### src/rtl/scr1_dmi_dm_bridge_pkg.sv
// Shared types for the DMI-to-DM bridge: FSM state encoding, sticky status codes
// and the status update rule.
package scr1_dmi_dm_bridge_pkg;

   typedef enum logic [1:0] {
      IDLE = 2'd0,
      REQ  = 2'd1,
      DONE = 2'd2
   } type_scr1_dmi_brg_fsm_e;

   localparam logic [1:0] SCR1_DMI_STAT_OK   = 2'b00;
   localparam logic [1:0] SCR1_DMI_STAT_FAIL = 2'b10;
   localparam logic [1:0] SCR1_DMI_STAT_BUSY = 2'b11;

   // First error is sticky; a clear in the same cycle as a new error loses to the error.
   function automatic logic [1:0] scr1_dmi_stat_next(
      input logic [1:0] cur,
      input logic       clr,
      input logic       busy_err,
      input logic       fail_err
   );
      logic [1:0] base;
      base = clr ? SCR1_DMI_STAT_OK : cur;
      if (busy_err && (base == SCR1_DMI_STAT_OK)) return SCR1_DMI_STAT_BUSY;
      if (fail_err && (base == SCR1_DMI_STAT_OK)) return SCR1_DMI_STAT_FAIL;
      return base;
   endfunction

endpackage

### src/rtl/scr1_dmi_bridge_tmr.sv
// REQ-phase timeout counter for the DMI-to-DM bridge; built only when
// SCR1_DMI_BRIDGE_TIMEOUT_EN is defined.
module scr1_dmi_bridge_tmr #(
   parameter int TIMEOUT_CYCLES = 255
) (
   input  logic clk,
   input  logic rst,
   input  logic start,
   input  logic run,
   output logic expire
);

   localparam int CNT_W = (TIMEOUT_CYCLES > 2) ? $clog2(TIMEOUT_CYCLES) : 1;
   localparam logic [CNT_W-1:0] LIMIT = CNT_W'(TIMEOUT_CYCLES - 1);

   logic [CNT_W-1:0] cnt;

   // Saturates at LIMIT; the bridge leaves REQ on the expiring cycle anyway.
   always_ff @(posedge clk) begin
      if (rst || start) begin
         cnt <= '0;
      end else if (run && !expire) begin
         cnt <= cnt + 1'b1;
      end
   end

   assign expire = (cnt == LIMIT);

endmodule

### src/rtl/scr1_dmi_dm_bridge.sv
// Registered request/response stage between the DMI and the Debug Module.
// Optional REQ timeout enabled by defining SCR1_DMI_BRIDGE_TIMEOUT_EN.
module scr1_dmi_dm_bridge
   import scr1_dmi_dm_bridge_pkg::*;
#(
   parameter int ADDR_WIDTH     = 7,
   parameter int DATA_WIDTH     = 32,
   parameter int TIMEOUT_CYCLES = 255
) (
   input  logic                  clk,
   input  logic                  rst,
   input  logic                  dmi_req_i,
   input  logic                  dmi_wr_i,
   input  logic [ADDR_WIDTH-1:0] dmi_addr_i,
   input  logic [DATA_WIDTH-1:0] dmi_wdata_i,
   input  logic                  dmi_stat_clr_i,
   output logic                  dmi_resp_o,
   output logic [DATA_WIDTH-1:0] dmi_rdata_o,
   output logic                  dmi_busy_o,
   output logic [1:0]            dmi_stat_o,
   output logic                  dm_req_o,
   output logic                  dm_wr_o,
   output logic [ADDR_WIDTH-1:0] dm_addr_o,
   output logic [DATA_WIDTH-1:0] dm_wdata_o,
   input  logic                  dm_resp_i,
   input  logic [DATA_WIDTH-1:0] dm_rdata_i
);

   type_scr1_dmi_brg_fsm_e state;

   logic req_accept;
   logic overrun;
   logic resp_ok;
   logic timeout;

   assign req_accept = dmi_req_i && (state == IDLE);
   assign overrun    = dmi_req_i && (state != IDLE);
   assign resp_ok    = dm_resp_i && (state == REQ);

`ifdef SCR1_DMI_BRIDGE_TIMEOUT_EN
   logic tmr_expire;

   scr1_dmi_bridge_tmr #(
      .TIMEOUT_CYCLES (TIMEOUT_CYCLES)
   ) i_tmr (
      .clk    (clk),
      .rst    (rst),
      .start  (req_accept),
      .run    ((state == REQ) && !dm_resp_i),
      .expire (tmr_expire)
   );

   // A response in the expiring cycle completes normally.
   assign timeout = (state == REQ) && !dm_resp_i && tmr_expire;
`else
   // No counter in this build; the parameter stays referenced but has no effect.
   assign timeout = 1'b0 & (TIMEOUT_CYCLES < 2);
`endif

   always_ff @(posedge clk) begin
      if (rst) begin
         state       <= IDLE;
         dmi_resp_o  <= 1'b0;
         dmi_rdata_o <= '0;
         dmi_busy_o  <= 1'b0;
         dmi_stat_o  <= SCR1_DMI_STAT_OK;
         dm_req_o    <= 1'b0;
         dm_wr_o     <= 1'b0;
         dm_addr_o   <= '0;
         dm_wdata_o  <= '0;
      end else begin
         dmi_resp_o <= 1'b0;
         dmi_stat_o <= scr1_dmi_stat_next(dmi_stat_o, dmi_stat_clr_i, overrun, timeout);
         case (state)
            IDLE: begin
               if (dmi_req_i) begin
                  state      <= REQ;
                  dm_req_o   <= 1'b1;
                  dmi_busy_o <= 1'b1;
                  dm_wr_o    <= dmi_wr_i;
                  dm_addr_o  <= dmi_addr_i;
                  dm_wdata_o <= dmi_wdata_i;
               end
            end
            REQ: begin
               if (resp_ok || timeout) begin
                  state      <= DONE;
                  dm_req_o   <= 1'b0;
                  dmi_resp_o <= 1'b1;
                  if (resp_ok && !dm_wr_o) begin
                     dmi_rdata_o <= dm_rdata_i;
                  end
               end
            end
            DONE: begin
               state      <= IDLE;
               dmi_busy_o <= 1'b0;
            end
            default: begin
               state      <= IDLE;
               dm_req_o   <= 1'b0;
               dmi_busy_o <= 1'b0;
            end
         endcase
      end
   end

endmodule

### config.mk
export PLATFORM = sky130hd
export DESIGN_NAME = scr1_dmi_dm_bridge
export DESIGN_NICKNAME = d
export VERILOG_FILES = /design/src/rtl/scr1_dmi_dm_bridge_pkg.sv /design/src/rtl/scr1_dmi_bridge_tmr.sv /design/src/rtl/scr1_dmi_dm_bridge.sv
export SDC_FILE = /design/constraint.sdc
export NUM_CORES = 1
export LEC_CHECK = 0
export BUFFER_PORTS_ARGS = -buffer_cell sky130_fd_sc_hd__clkbuf_2
export CORE_ASPECT_RATIO = 0.75
export CORE_MARGIN = 4
export CORE_UTILIZATION = 47
export DETAILED_ROUTE_END_ITERATION = 8
export PLACE_DENSITY = 0.79
export SLEW_MARGIN = 20
export SYNTH_ARGS = -nofsm -noshare
export SYNTH_HDL_FRONTEND = slang
export SYNTH_SLANG_ARGS = --single-unit
### constraint.sdc
create_clock -name clk -period 1.6 [get_ports clk]
set_input_delay 0 -clock clk [delete_from_list [all_inputs] [get_ports clk]]
set_output_delay 0 -clock clk [all_outputs]
set_load 0.02 [all_outputs]
==> impl_summary.md <==
Placed design
OpenSTA, run right after detailed placement, puts the worst setup slack at between 200 and 250 ps. At the end of routability-driven placement, the weighted congestion stood at roughly 0.73. The number of placed instances, taps included, is approximately 580.

Once detailed placement completed, the half-perimeter wirelength came to 5.472 mm. The number of port buffers is 153.

Synth
The dominant register cell in the synthesized netlist is sky130_fd_sc_hd__dfxtp_1. Synthesis instantiated 20 different standard cells from the library. The number of warning messages in the yosys log is 0. The share of synthesized area in the top cell type comes to about 45%. For this run, the register share of the synthesized area comes to around 45%. A synthesized cell averages about 10 sq um. Yosys instantiated no cell more often than sky130_fd_sc_hd__nand2b_1. The cell accounting for the most synthesized area is sky130_fd_sc_hd__dfxtp_1. After synthesis, the cell types taking the most area are sky130_fd_sc_hd__dfxtp_1, sky130_fd_sc_hd__nand2b_1, sky130_fd_sc_hd__mux2i_1. The number of synthesized register bits is between 70 and 80. After synthesis the cells add up to between 3000 and 4000 sq um. The post-synthesis net count is 420. In the synthesized netlist, the cells that appear most often are sky130_fd_sc_hd__nand2b_1, sky130_fd_sc_hd__dfxtp_1, sky130_fd_sc_hd__mux2i_1, sky130_fd_sc_hd__clkbuf_1, sky130_fd_sc_hd__buf_6. In this run, synthesis inferred 0 flip-flops with an integrated enable. The proportion of synthesized flip-flops having asynchronous set or reset is 0%. Synthesis produced a netlist whose cell count is roughly 340.

GRT
After global routing the overflow that remains totals 0. Entering global routing, the biggest net connects 90 pins. The total global-route track usage is approximately a fifth. The first global-routing pass estimated 14.91 mm of wire. The via count of the first global-routing pass is roughly 3200.

The number of antenna violations at the first check in global routing is 0.

STA
After layout, the worst path uses a little over nine tenths of the clock period. The number of failing setup endpoints in the final timing report is 0. The remaining max-slew budget at the tightest pin is between 70 and 80%.

Across the routed clock network, the largest skew measured is between 8 and 9 ps. The max-slew violation count is 0. In the final timing run, aggregate negative setup slack is 0 ps.

On the final layout, the worst hold slack is just under 40 ps. Setup repair after global routing left no endpoint under its margin. The slew at the pin with the worst max-slew slack is about 330 ps. The upper clock frequency limit is between 600 and 700 MHz. The routed design could run at a clock period as short as ~1500 ps. In the post-route analysis, the smallest setup slack over all paths is about 99 ps.

The final hold violation count came to 0.

Finish
The number of nets at the end of the flow is ~640. The number of fill cells is just over 500. The share of final-layout standard cells stronger than drive strength 1 is 31.27%. 0 antenna diodes ended up in the layout.

The finished layout holds approximately 670 standard cells, fillers aside. The layout-stage area growth over the synthesis result is 51.13%.

Clock tree
The CTS H-tree depth is 3. No sink is reached through more buffers than the 2 on the longest clock path. After clock tree synthesis, the clock-pin slew on the worst setup and hold paths is 80 ps. Clock tree synthesis inserted a total of 9 buffers. The TritonCTS clock tree is yes. The clock sink count is just under 80. At the later pin of the worst-skew pair, clock insertion delay measures around 350 ps.

The tree is rooted in a sky130_fd_sc_hd__clkbuf_8.

Drt
For this run, the detailed router's first-pass iteration total came to 4. The routed design uses between 4 and 5 mm of met2 wire. The first routing iteration left 140 violations. The average wire per cell in the routed design is 13.56 um. The top layer used by detailed routing is met4.

The detailed router put a total of 3.488 mm of wire on met1. The routed wire length is around 9 mm. The sum of met3 wire segment lengths after detailed routing is between 600 and 700 um.

In the routed design, unresolved DRC markers number 0. Across all layers, the routed design uses about 3000 vias. The number of vias per cell after detailed routing is roughly 4.6.

Once detail routing completed, the nets flagged for antenna violations numbered 0.

Floorplan
The count of boundary I/O pins is 154. The die is 83.30 um tall. The effective utilization at floorplan is approximately 48%.

The floorplan step defined a core boundary enclosing approximately 7300 sq um. The die covers between 9000 and 10000 sq um. The die is 108.4 um wide.

The floorplan has 27 rows.

Worst setup path
The cell with the largest stage delay on the worst path is sky130_fd_sc_hd__dlygate4sd3_1. The startpoint type of the worst setup path is a flip-flop. The worst setup path is captured at a flip-flop. The largest stage delay on the critical path is between 500 and 600 ps. Data on the critical path is required at its endpoint by 1880 ps. Counting both buffers and inverters, the worst setup path holds a total of 1. The category of the most critical setup path is flip-flop to flip-flop.

The data arrival time of the critical path is ~1800 ps. Along the worst path, the maximum fanout reaches 9. The signal on the critical path passes through nor2_1 > o31ai_1 > dlygate4sd3_1.

The family with the most delay on the worst path is buffers and inverters.

Power and ir drop
The net load switching power is between 1000 and 1500 uW. The peak ir drop on the vdd network is approximately 0.00048 V. The leakage component of the power is around 0.0024 uW.

The share of total power in combinational logic is a little under a fifth. The power per standard cell area is about 910 nW/um^2. The share of power burned in registers is between 40% and 50%. The fraction of power spent switching nets is 25.17%. The cell internal power dissipation is 3637 uW. Per report_power, the clock group accounts for between 30% and 40% of the total.

Min path
The path class of the lowest-slack min-delay path is primary input to flip-flop.

Outcome
The run finished with clean final reports.

Run
The number of max-cap violations is 0.
kinds of logic (layout without fill, tap and decap cells):
family | Yosys count | in the layout | share of synthesized area [%]
AO/OA/AOI/OAI | 6 | 6 | 1.373
multiplexers | 72 | 72 | 20.28
AND/OR/NAND/NOR | 159 | 159 | 28.45
buffers and inverters | 27 | 250 | 5.387
flip-flops | 79 | 79 | 44.51
layout make-up:
type                            count  area (sq um)  share of cell area (%)
Clock inverter                      5         106.4                   1.980
Clock buffer                       10         137.6                   2.563
Timing Repair Buffer              235          1637                   30.48
Multi-Input combinational cell    237          1780                   33.15
Tap cell                          101         126.4                   2.353
Sequential cell                    79          1583                   29.47
per-layer routing:
metal,up-vias,global-route usage [%]
li1,1545,-
met1,1373,22.76
met2,109,36.57
met3,26,6.216
met4,0,9.404
met5,-,0
power by group through the flow:
stage               Sequential, uW  Clock [uW]  Combinational [uW]
floorplan                     2330           0                 373
global placement              2190           0                 747
detailed placement            2200           0                 766
CTS                           2160        1850                 915
global route                  2170        1930                 993
finish                        2160        1790                 917
repair_timing:
action	4_1_cts	5_1_grt
resized for setup	0	1
endpoints found under the hold margin	77	0
endpoints found under the setup margin	0	1
hold buffers	77	0
setup buffers	0	0
sequential cells by signal, summed over array words and instances (netlist names):
register,cells
dm_wr_o,1
dmi_resp_o,1
state,2
dmi_rdata_o,32
dm_req_o,1
dm_addr_o,7
dmi_stat_o,2
dmi_busy_o,1
dm_wdata_o,32
worst min-delay path, stage by stage:
cell and delay [ps]:
sky130_fd_sc_hd__buf_2 150, sky130_fd_sc_hd__nand2b_1 120, sky130_fd_sc_hd__mux2i_1 60
metrics by stage:
step,power [uW],utilization (%),cell area [sq um]
6_report,4860,73.25,5370
3_3_place_gp,2942,59.40,4354
4_1_cts,4916,73.24,5369
3_5_place_dp,2964,59.40,4354
5_1_grt,5099,73.25,5370
2_1_floorplan,2702,-,3553
worst paths after layout:
path | from | slack, ps | to | cells past startpoint
worst max-delay path | state[1]$_SDFFE_PP0P_ | 100 | dmi_stat_o[0]$_SDFF_PP0_ | 3
worst min-delay path | rst | 40 | dm_wdata_o[17]$_SDFFE_PP0P_ | 3
worst max register to register | state[1]$_SDFFE_PP0P_ | 100 | dmi_stat_o[0]$_SDFF_PP0_ | 3
worst min register to register | dm_wdata_o[25]$_SDFFE_PP0P_ | 470 | dm_wdata_o[25]$_SDFFE_PP0P_ | 2
cells in the final DEF, fill, tap and decap left out, drive strengths merged:
cell | synthesis | routed
o31ai | 2 | 2
a2111oi | 1 | 1
o2bb2ai | 1 | 1
mux2i | 72 | 72
or3b | 3 | 3
bufinv | 0 | 3
nor2b | 3 | 3
buf | 13 | 6
dfxtp | 79 | 79
nor2 | 2 | 2
nor3 | 2 | 2
clkinvlp | 0 | 1
nand2 | 1 | 1
clkbuf | 14 | 162
dlygate4sd3 | 0 | 77
nor3b | 1 | 1
and4bb | 1 | 1
a21oi | 1 | 1
o21ai | 1 | 1
clkinv | 0 | 1
nand2b | 146 | 146
(Power assumes the default switching activity.)
